**config.mk**
```make
export PLATFORM = sky130hd
export DESIGN_NAME = muldiv_unit
export DESIGN_NICKNAME = d
export VERILOG_FILES = /design/src/rtl/muldiv_unit.sv
export SDC_FILE = /design/constraint.sdc
export NUM_CORES = 1
export LEC_CHECK = 0
export CORE_MARGIN = 1.5
export CORE_UTILIZATION = 60
export DETAILED_ROUTE_END_ITERATION = 7
export PLACE_DENSITY_LB_ADDON = 0.12
export SYNTH_ARGS = -nofsm -noshare
export SYNTH_HDL_FRONTEND = slang
export SYNTH_SLANG_ARGS = --single-unit
```
**constraint.sdc**
```tcl
create_clock -name clk -period 6.45 [get_ports clk]
set_input_delay 1.29 -clock clk [delete_from_list [all_inputs] [get_ports clk]]
set_output_delay 1.29 -clock clk [all_outputs]
set_load 0.01 [all_outputs]
```
**src/rtl/muldiv_unit.sv**
```systemverilog
// Iterative RV32M multiply/divide unit: one bit per clock over operand magnitudes,
// followed by a sign-correction cycle; divide-by-zero and signed overflow resolve at accept.
module muldiv_unit #(
    parameter int DATA_WIDTH = 32
) (
    input  logic                  clk,
    input  logic                  rst,
    input  logic                  start,
    input  logic [2:0]            MDctrl,
    input  logic [DATA_WIDTH-1:0] MDop1,
    input  logic [DATA_WIDTH-1:0] MDop2,
    output logic                  ready,
    output logic                  busy,
    output logic                  done,
    output logic [DATA_WIDTH-1:0] RESULT
);
    localparam int W  = DATA_WIDTH;
    localparam int CW = $clog2(W);

    typedef enum logic [1:0] {IDLE, CALC, FIX, DONE} state_t;

    state_t          state_q, state_d;
    logic [2:0]      ctrl_q, ctrl_d;
    logic            neg_q, neg_d;
    logic [W-1:0]    addend_q, addend_d;
    logic [2*W-1:0]  work_q, work_d;
    logic [CW-1:0]   cnt_q, cnt_d;
    logic [W-1:0]    result_q, result_d;

    // Operand decode for the request presented this cycle
    logic         in_div, sgn1, sgn2, div_zero, div_ovf;
    logic [W-1:0] mag1, mag2, min_neg;

    assign in_div   = MDctrl[2];
    assign sgn1     = MDop1[W-1] & ((MDctrl == 3'b001) | (MDctrl == 3'b010) |
                                    (MDctrl == 3'b100) | (MDctrl == 3'b110));
    assign sgn2     = MDop2[W-1] & ((MDctrl == 3'b001) | (MDctrl == 3'b100) |
                                    (MDctrl == 3'b110));
    assign mag1     = sgn1 ? (~MDop1 + 1'b1) : MDop1;
    assign mag2     = sgn2 ? (~MDop2 + 1'b1) : MDop2;
    assign min_neg  = {1'b1, {(W-1){1'b0}}};
    assign div_zero = in_div & (MDop2 == '0);
    assign div_ovf  = in_div & ~MDctrl[0] & (MDop1 == min_neg) & (MDop2 == '1);

    // Multiply step: conditionally add multiplicand to the high half, then shift right.
    // The low half starts as the multiplier and is consumed one bit per step.
    logic [W:0]     mul_sum;
    logic [2*W-1:0] mul_next;
    assign mul_sum  = {1'b0, work_q[2*W-1:W]} + (work_q[0] ? {1'b0, addend_q} : {(W+1){1'b0}});
    assign mul_next = {mul_sum, work_q[W-1:1]};

    // Restoring divide step: high half is the partial remainder, low half shifts the
    // dividend out and the quotient in. Bit W of the difference is the borrow.
    logic [W:0]     div_sh, div_diff;
    logic [2*W-1:0] div_next;
    assign div_sh   = {work_q[2*W-1:W], work_q[W-1]};
    assign div_diff = div_sh - {1'b0, addend_q};
    assign div_next = div_diff[W] ? {div_sh[W-1:0],   work_q[W-2:0], 1'b0}
                                  : {div_diff[W-1:0], work_q[W-2:0], 1'b1};

    logic [2*W-1:0] prod_fix;
    logic [W-1:0]   quo_fix, rem_fix;
    assign prod_fix = neg_q ? (~work_q + 1'b1) : work_q;
    assign quo_fix  = neg_q ? (~work_q[W-1:0] + 1'b1) : work_q[W-1:0];
    assign rem_fix  = neg_q ? (~work_q[2*W-1:W] + 1'b1) : work_q[2*W-1:W];

    always_ff @(posedge clk or posedge rst) begin
        if (rst) begin
            state_q  <= IDLE;
            ctrl_q   <= '0;
            neg_q    <= 1'b0;
            addend_q <= '0;
            work_q   <= '0;
            cnt_q    <= '0;
            result_q <= '0;
        end else begin
            state_q  <= state_d;
            ctrl_q   <= ctrl_d;
            neg_q    <= neg_d;
            addend_q <= addend_d;
            work_q   <= work_d;
            cnt_q    <= cnt_d;
            result_q <= result_d;
        end
    end

    always_comb begin
        state_d  = state_q;
        ctrl_d   = ctrl_q;
        neg_d    = neg_q;
        addend_d = addend_q;
        work_d   = work_q;
        cnt_d    = cnt_q;
        result_d = result_q;
        ready    = 1'b0;
        busy     = 1'b0;
        done     = 1'b0;

        case (state_q)
            IDLE, DONE: begin
                ready = 1'b1;
                done  = (state_q == DONE);
                if (start) begin
                    ctrl_d = MDctrl;
                    // REM takes the dividend's sign; all other signed ops take the product sign
                    neg_d  = (MDctrl == 3'b110) ? sgn1 : (sgn1 ^ sgn2);
                    cnt_d  = '0;
                    if (div_zero) begin
                        result_d = MDctrl[1] ? MDop1 : '1;
                        state_d  = DONE;
                    end else if (div_ovf) begin
                        result_d = MDctrl[1] ? '0 : min_neg;
                        state_d  = DONE;
                    end else begin
                        addend_d = in_div ? mag2 : mag1;
                        work_d   = {{W{1'b0}}, (in_div ? mag1 : mag2)};
                        state_d  = CALC;
                    end
                end else if (state_q == DONE) begin
                    state_d = IDLE;
                end
            end
            CALC: begin
                busy   = 1'b1;
                work_d = ctrl_q[2] ? div_next : mul_next;
                cnt_d  = cnt_q + 1'b1;
                if (cnt_q == CW'(W-1)) begin
                    state_d = FIX;
                end
            end
            FIX: begin
                busy = 1'b1;
                case (ctrl_q)
                    3'b000:                 result_d = prod_fix[W-1:0];
                    3'b001, 3'b010, 3'b011: result_d = prod_fix[2*W-1:W];
                    3'b100, 3'b101:         result_d = quo_fix;
                    default:                result_d = rem_fix;
                endcase
                state_d = DONE;
            end
            default: begin
                state_d = IDLE;
            end
        endcase
    end

    assign RESULT = result_q;

endmodule

```
==> metrics.md, run 1 <==
| Metric | Value |
|---|---|
| Compound-Gate Fraction of Synth Area | 29.3% |
| Fin Setup TNS | 0 ps |
| Worst reg2reg setup slack | 1570 ps |
| Iteration-0 DRC Markers | 2183 |
| Cells after Synth | 1998 |
| Die Height | 160 µm |
| Diode count | 0 |
| GRT overflow | 0 |
| Relative slew slack | 23.8% |
| Initial Utilization | 60.9% |
| Worst-path clk slew | 70 ps |
| CTS Root Cell | clkbuf_16 |
| Number of buffers inserted by port buffering | 104 |
| F_max | 194 MHz |
| Psw | 5160 µW |
| Tightest Pin Transition | 1130 ps |
| Post-synth EDFFs | 0 |
| Crit path time final | 5150 ps |
| Buf+Inv Stages, Crit Path | 2 |
| Met3 routed WL | 5.67 mm |
| Largest stage delay, worst path | 590 ps |
| Netlist cell types | 81 |
| Seq pwr share | 20.1% |
| Final GP Congestion | 1.04 |
| Crit. Startpoint | MDop1[9] |
| RSZ-0062 raised after global routing | false |
| CTS tree | done |
| Fin nets | 2155 |
| Total track usage | 41.8% |
| Sw Share | 53.9% |
| Min-Delay Path Class | reg2reg |
| Routed metal-1 wire length | 21.9 mm |
| Worst-case clock buffer depth | 2 |
| Syn Nets | 2144 |
| FF+latch count, synth | 139 |
| Placement row count | 57 |
| Critical path depth in cells | 11 |
| Fin. max-slew vios | 0 |
| Termination of the worst setup path | work_q[32] |
| Worst R2R End | work_q[49] |
| Sink Count | 139 |
| Top Layer Used | met4 |
| Most used cell, CP | o21ai_0 |
| LEAKAGE | 0.00659 µW |
| Mux contribution to synthesized area | 4.56% |
| Crit-path slowest cell | or4_4 |
| Reg2reg path depth | 14 |
| Commonest non-fill, non-tap cell in the layout | nor2_1 |
| Worst Setup Start Kind | input port |
| Clock skew | 15.2 ps |
| Cts hold-fix bufs | 0 |
| WP data arrival | 5460 ps |
| H-tree depth | 4 |
| FILL cells | 2077 |
| Synthesized area | 14700 µm² |
| Final ANT Viol Nets | 0 |
| Max-Cap Viols | 0 |
| Chip Width | 160 µm |
| Clk_lat worst skew | 440 ps |
| Part of the Yosys area used for sequential elements | 23.6% |
| # Post-CTS Setup Buffers | 0 |
| Max VDD drop | 0.000484 V |
| First-pass GRT wire length | 82.8 mm |
| CP top delay family | simple AND/OR/NAND/NOR gates |
| CP Capture Type | flop |
| Met2 wire len | 23.4 mm |
| P&R area growth vs syn | 11.8% |
| Adder-Cell Fraction of Synth Area | 6.56% |
| Largest net degree at the start of global routing | 111 |
| DPL Wire Length | 40.8 mm |
| Crit share post-route | 79.9% |
| Dominant synthesized flop cell | dfrtp_1 |
| Status | completed |
| Commonest non-fill, non-tap cells in the layout | nor2_1, o21ai_0, a21oi_1 |
| Synth Area in XOR/XNOR | 9.82% |
| Int Pwr | 4420 µW |
| Final Hold Slack | 482 ps |
| CP Cell Sequence | clkdlybuf4s50_1 > or4_4 > or4b_1 > or3_4 > nor4_2 > o21bai_2 > or2_1 > o21ai_4 > buf_4 > o21ai_0 > o21ai_0 |
| Post_cts resized | 0 |
| DRT Pass-1 Iters | 6 |
| CP Class | in2reg |
| DR vias | 16000 |
| DRC violation count after routing | 0 |
| DRT Wirelength | 54.0 mm |
| # setup viols final | 0 |
| Clock power share | 11.1% |
| Final Hold Viols | 0 |
| Layout cells sized above 1 | 5.74% |
| CP Max Fanout | 63 |
| Synth async-reset ratio | 100% |
| Initial antenna violation count | 0 |
| Vias per inst | 6.83 |
| Core area | 24200 µm² |
| Largest family of logic cells by synthesized area | compound AO/OA/AOI/OAI gates |
| Worst Path Required | 6760 ps |
| Worst R2R Start | work_q[31] |
| Io pins | 105 |
| DIE AREA | 25500 µm² |
| Vias in the first global route | 14400 |
| Ys Warns | 0 |
| Synth Area per Inst | 7.37 µm² |
| Gate power share | 68.8% |
| Num CTS Buffers | 17 |
| Simple-gate area share of the yosys netlist | 20.9% |
| P per Cell Area | 582 nW/µm² |
| WL per Instance | 23.0 µm |
[stage by stage]
step / setup WS, ps / cell area [µm²] / utilization, % / total power, µW / std cells
after global placement: 1080 / 15800 / 65.5 / 8100 / 2314
after CTS: 1360 / 16500 / 68.1 / 9350 / 2346
after detailed placement: 946 / 15800 / 65.5 / 8250 / 2314
after floorplan: 1440 / 14700 / - / 6390 / 1998
final: 1300 / 16500 / 68.1 / 9580 / 2346
after global routing: 1080 / 16500 / 68.1 / 10200 / 2346
[power groups by stage]
stage	registers [µW]	clock network [µW]	logic, µW
floorplan	1620	0	4780
global placement	1870	0	6230
detailed placement	1890	0	6360
CTS	1880	1070	6410
global route	1950	1110	7140
finish	1920	1070	6590
[final cells by class]
| class | count | area (µm²) | area share (%) |
|---|---|---|---|
| inverter | 73 | 279 | 1.70 |
| clock buffer | 17 | 425 | 2.58 |
| timing repair buffer | 122 | 1170 | 7.11 |
| tap | 324 | 405 | 2.46 |
| multi-input combinational | 1656 | 10500 | 63.8 |
| clock inverter | 15 | 203 | 1.23 |
| sequential | 139 | 3480 | 21.1 |
[tightest hold or removal path, stage by stage, from the launching register on]
cell and delay, ps:
dfrtp_1 340, nand2_1 40, o21ai_0 60
[state kept, by name, summed over array words and instances (netlist names)]
register  count
RESULT       32
addend_q     32
cnt_q         5
ctrl_q        3
neg_q         1
state_q       2
work_q       64
[worst min-delay path by stage]
stage / start / endpoint / slack (ps) / depth (start not counted)
floorplan: addend_q[11] / addend_q[11] / 450 / 2
global placement: RESULT[7] / RESULT[7] / 460 / 2
detailed placement: RESULT[3] / RESULT[3] / 470 / 2
CTS: RESULT[3] / RESULT[3] / 480 / 2
global route: RESULT[3] / RESULT[3] / 500 / 2
finish: RESULT[18] / RESULT[18] / 480 / 2
[synth_stat cells (31+ instances only)]
cell type	count	area [µm²]
nor2_1	236	886
o21ai_0	201	1010
a21oi_1	186	931
nand2_1	183	687
dfrtp_1	139	3480
clkbuf_1	112	420
xnor2_1	92	806
ha_1	74	926
xor2_1	73	639
inv_1	71	267
o31ai_1	43	323
nor3_1	38	190
a31oi_1	35	219
a211oi_1	33	248
mux2_2	32	360
mux2i_1	31	310
[metal layers]
layer,GRT usage (%),up-vias
met4,20.2,0
li1,-,7275
met3,7.45,202
met1,57.8,7583
met2,63.3,960
met5,0,-
[kinds of logic after synthesis]
| logic type | after synthesis |
|---|---|
| flops | 139 |
| buf+inv | 203 |
| mux | 63 |
| fa+ha+maj | 76 |
| compound gates | 693 |
| xor+xnor | 165 |
| simple gates | 659 |
No activity file was read; power rests on OpenSTA's default activity.
==> run 2: changes to the inputs <==
==> constraint.sdc (replaced) <==
create_clock -name clk -period 5 [get_ports clk]
set_input_delay 1 -clock clk [delete_from_list [all_inputs] [get_ports clk]]
set_output_delay 1 -clock clk [all_outputs]
set_load 0.01 [all_outputs]
==> metrics.md, run 2 (synthesis gave the netlist of run 1 again) <==
| Metric | Value |
|---|---|
| Final Power | 12400 µW (was 9580 µW) |
| CP Class | in2reg (unchanged) |
| Placement row count | 57 (unchanged) |
| Final Hold Viols | 0 (unchanged) |
| Iteration-0 DRC Markers | 2221 (was 2183) |
| Final Hold Slack | 491 ps (was 482 ps) |
| H-tree depth | 4 (unchanged) |
| Met2 wire len | 23.7 mm (was 23.4 mm) |
| Final Non-Filler Cells | 2370 (was 2346) |
| Cts hold-fix bufs | 0 (unchanged) |
| Sink Count | 139 (unchanged) |
| Crit. Startpoint | MDop1[9] (unchanged) |
| Max reg flops | 64 (unchanged) |
| Min-Delay Path Class | reg2reg (unchanged) |
| Total track usage | 42.3% (was 41.8%) |
| Clock skew | 19.9 ps (was 15.2 ps) |
| Placed cells | 2338 (was 2314) |
| Initial Utilization | 60.9% (unchanged) |
| Vias per inst | 6.81 (was 6.83) |
| CP Capture Type | flop (unchanged) |
| DIE AREA | 25500 µm² (unchanged) |
| Largest net degree at the start of global routing | 100 (was 111) |
| Layout cells sized above 1 | 6.84% (was 5.74%) |
| Crit path time final | 4420 ps |
| Routed metal-1 wire length | 22.2 mm (was 21.9 mm) |
| Final ANT Viol Nets | 0 (unchanged) |
| Final GP Congestion | 1.00 (was 1.04) |
| F_max | 226 MHz |
| Clk_lat worst skew | 440 ps (about the same) |
| Fin. max-slew vios | 0 (unchanged) |
| Max VDD drop | 0.000622 V (was 0.000484 V) |
| Sequential cell area | 3480 µm² (unchanged) |
| Chip Width | 160 µm (unchanged) |
| Multi-input gate area | 10500 µm² (unchanged) |
| Diode count | 0 (unchanged) |
| Worst-case clock buffer depth | 2 (unchanged) |
| DRT Pass-1 Iters | 6 (unchanged) |
| DPL Wire Length | 42.1 mm (was 40.8 mm) |
| DR vias | 16100 (was 16000) |
| Tightest Pin Transition | 1310 ps (was 1130 ps) |
| DRC violation count after routing | 0 (unchanged) |
| Post_cts resized | 0 (unchanged) |
| CTS Root Cell | clkbuf_16 (unchanged) |
| # setup viols final | 0 (unchanged) |
| WP data arrival | 4730 ps (was 5460 ps) |
| Number of buffers inserted by port buffering | 104 (unchanged) |
| Commonest non-fill, non-tap cells in the layout | nor2_1, o21ai_0, a21oi_1 (unchanged) |
| Worst Setup Start Kind | input port (unchanged) |
| Initial antenna violation count | 1 (was 0) |
| Top Layer Used | met4 (unchanged) |
| Commonest non-fill, non-tap cell in the layout | nor2_1 (unchanged) |
| Vias in the first global route | 14500 (was 14400) |
| Io pins | 105 (unchanged) |
| P per Cell Area | 748 nW/µm² (was 582 nW/µm²) |
| Top reg by flops | work_q (unchanged) |
| Num CTS Buffers | 17 (unchanged) |
| GRT overflow | 0 (unchanged) |
| WL per Instance | 23.1 µm (was 23.0 µm) |
| Hold path start | RESULT[18] (unchanged) |
| Worst Path Required | 5310 ps (was 6760 ps) |
| P&R area growth vs syn | 12.9% (was 11.8%) |
| CP Max Fanout | 10 (was 63) |
| Die Height | 160 µm (unchanged) |
| CTS tree | done (unchanged) |
| Crit share post-route | 88.5% |
| FILL cells | 2107 (was 2077) |
| # Post-CTS Setup Buffers | 0 (unchanged) |
| Fin Setup TNS | 0 ps (unchanged) |
| Status | completed (unchanged) |
| Relative slew slack | 12.2% (was 23.8%) |
| Max-Cap Viols | 0 (unchanged) |
| LEAKAGE | 0.00670 µW (was 0.00659 µW) |
| Met3 routed WL | 5.91 mm (was 5.67 mm) |
| Worst-path clk slew | 70 ps (about the same) |
| First-pass GRT wire length | 83.6 mm (was 82.8 mm) |
| RSZ-0062 raised after global routing | false (unchanged) |
| Fin nets | 2179 (was 2155) |
| Core area | 24200 µm² (unchanged) |
| Worst R2R Start | work_q[0] (was work_q[31]) |
| DRT Wirelength | 54.9 mm (was 54.0 mm) |
[run 2: changes by cell type in the layout (fill, tap and decap cells not counted), sizes merged]
cell,delta
buf,+24
inv,+4
bufinv,-2
clkinv,-2
[run 2: where the power goes]
part           switching (µW)  internal (µW)
registers                 825           1640
logic                    5280           3400
clock network             616            672
[run 2: critical path, stage by stage]
cell and delay (ps):
clkdlybuf4s50_1 480, or4_4 590, or4b_1 590, or3_4 450
nor4_2 210, o21bai_2 260, nor2_1 130, a21oi_2 210
buf_4 220, nor2_1 190, a221oi_1 400
[run 2: worst paths after layout]
kind / end / slack (ps) / cells past startpoint
setup / recovery: work_q[0] / 580 / 11
hold / removal: RESULT[18] / 490 / 2
setup reg to reg: work_q[62] / 680 / 14
hold reg to reg: RESULT[18] / 490 / 2
max in group asynchronous: work_q[3] / 2890 / 3
min in group asynchronous: RESULT[14] / 1120 / 2
[run 2: per-stage QoR]
step	setup slack [ps]	utilization [%]	area, µm²
floorplan	275	-	14700
global placement	468	66.3	16000
detailed placement	296	66.3	16000
CTS	702	68.8	16600
global route	344	68.8	16600
finish	577	68.8	16600
[run 2: layout make-up]
cell class                 instances  area share (%)
inverter                          73            1.68
tap                              324            2.44
sequential                       139            20.9
clock buffer                      17            2.56
multi-input combinational       1656            63.1
clock inverter                    15           0.978
timing repair buffer             146            8.28
[run 2: routing by layer]
metal	up-vias	GRT usage, %
met4	0	21.5
met2	1060	63.2
met1	7560	58.8
li1	7342	-
met5	-	0
met3	179	7.38
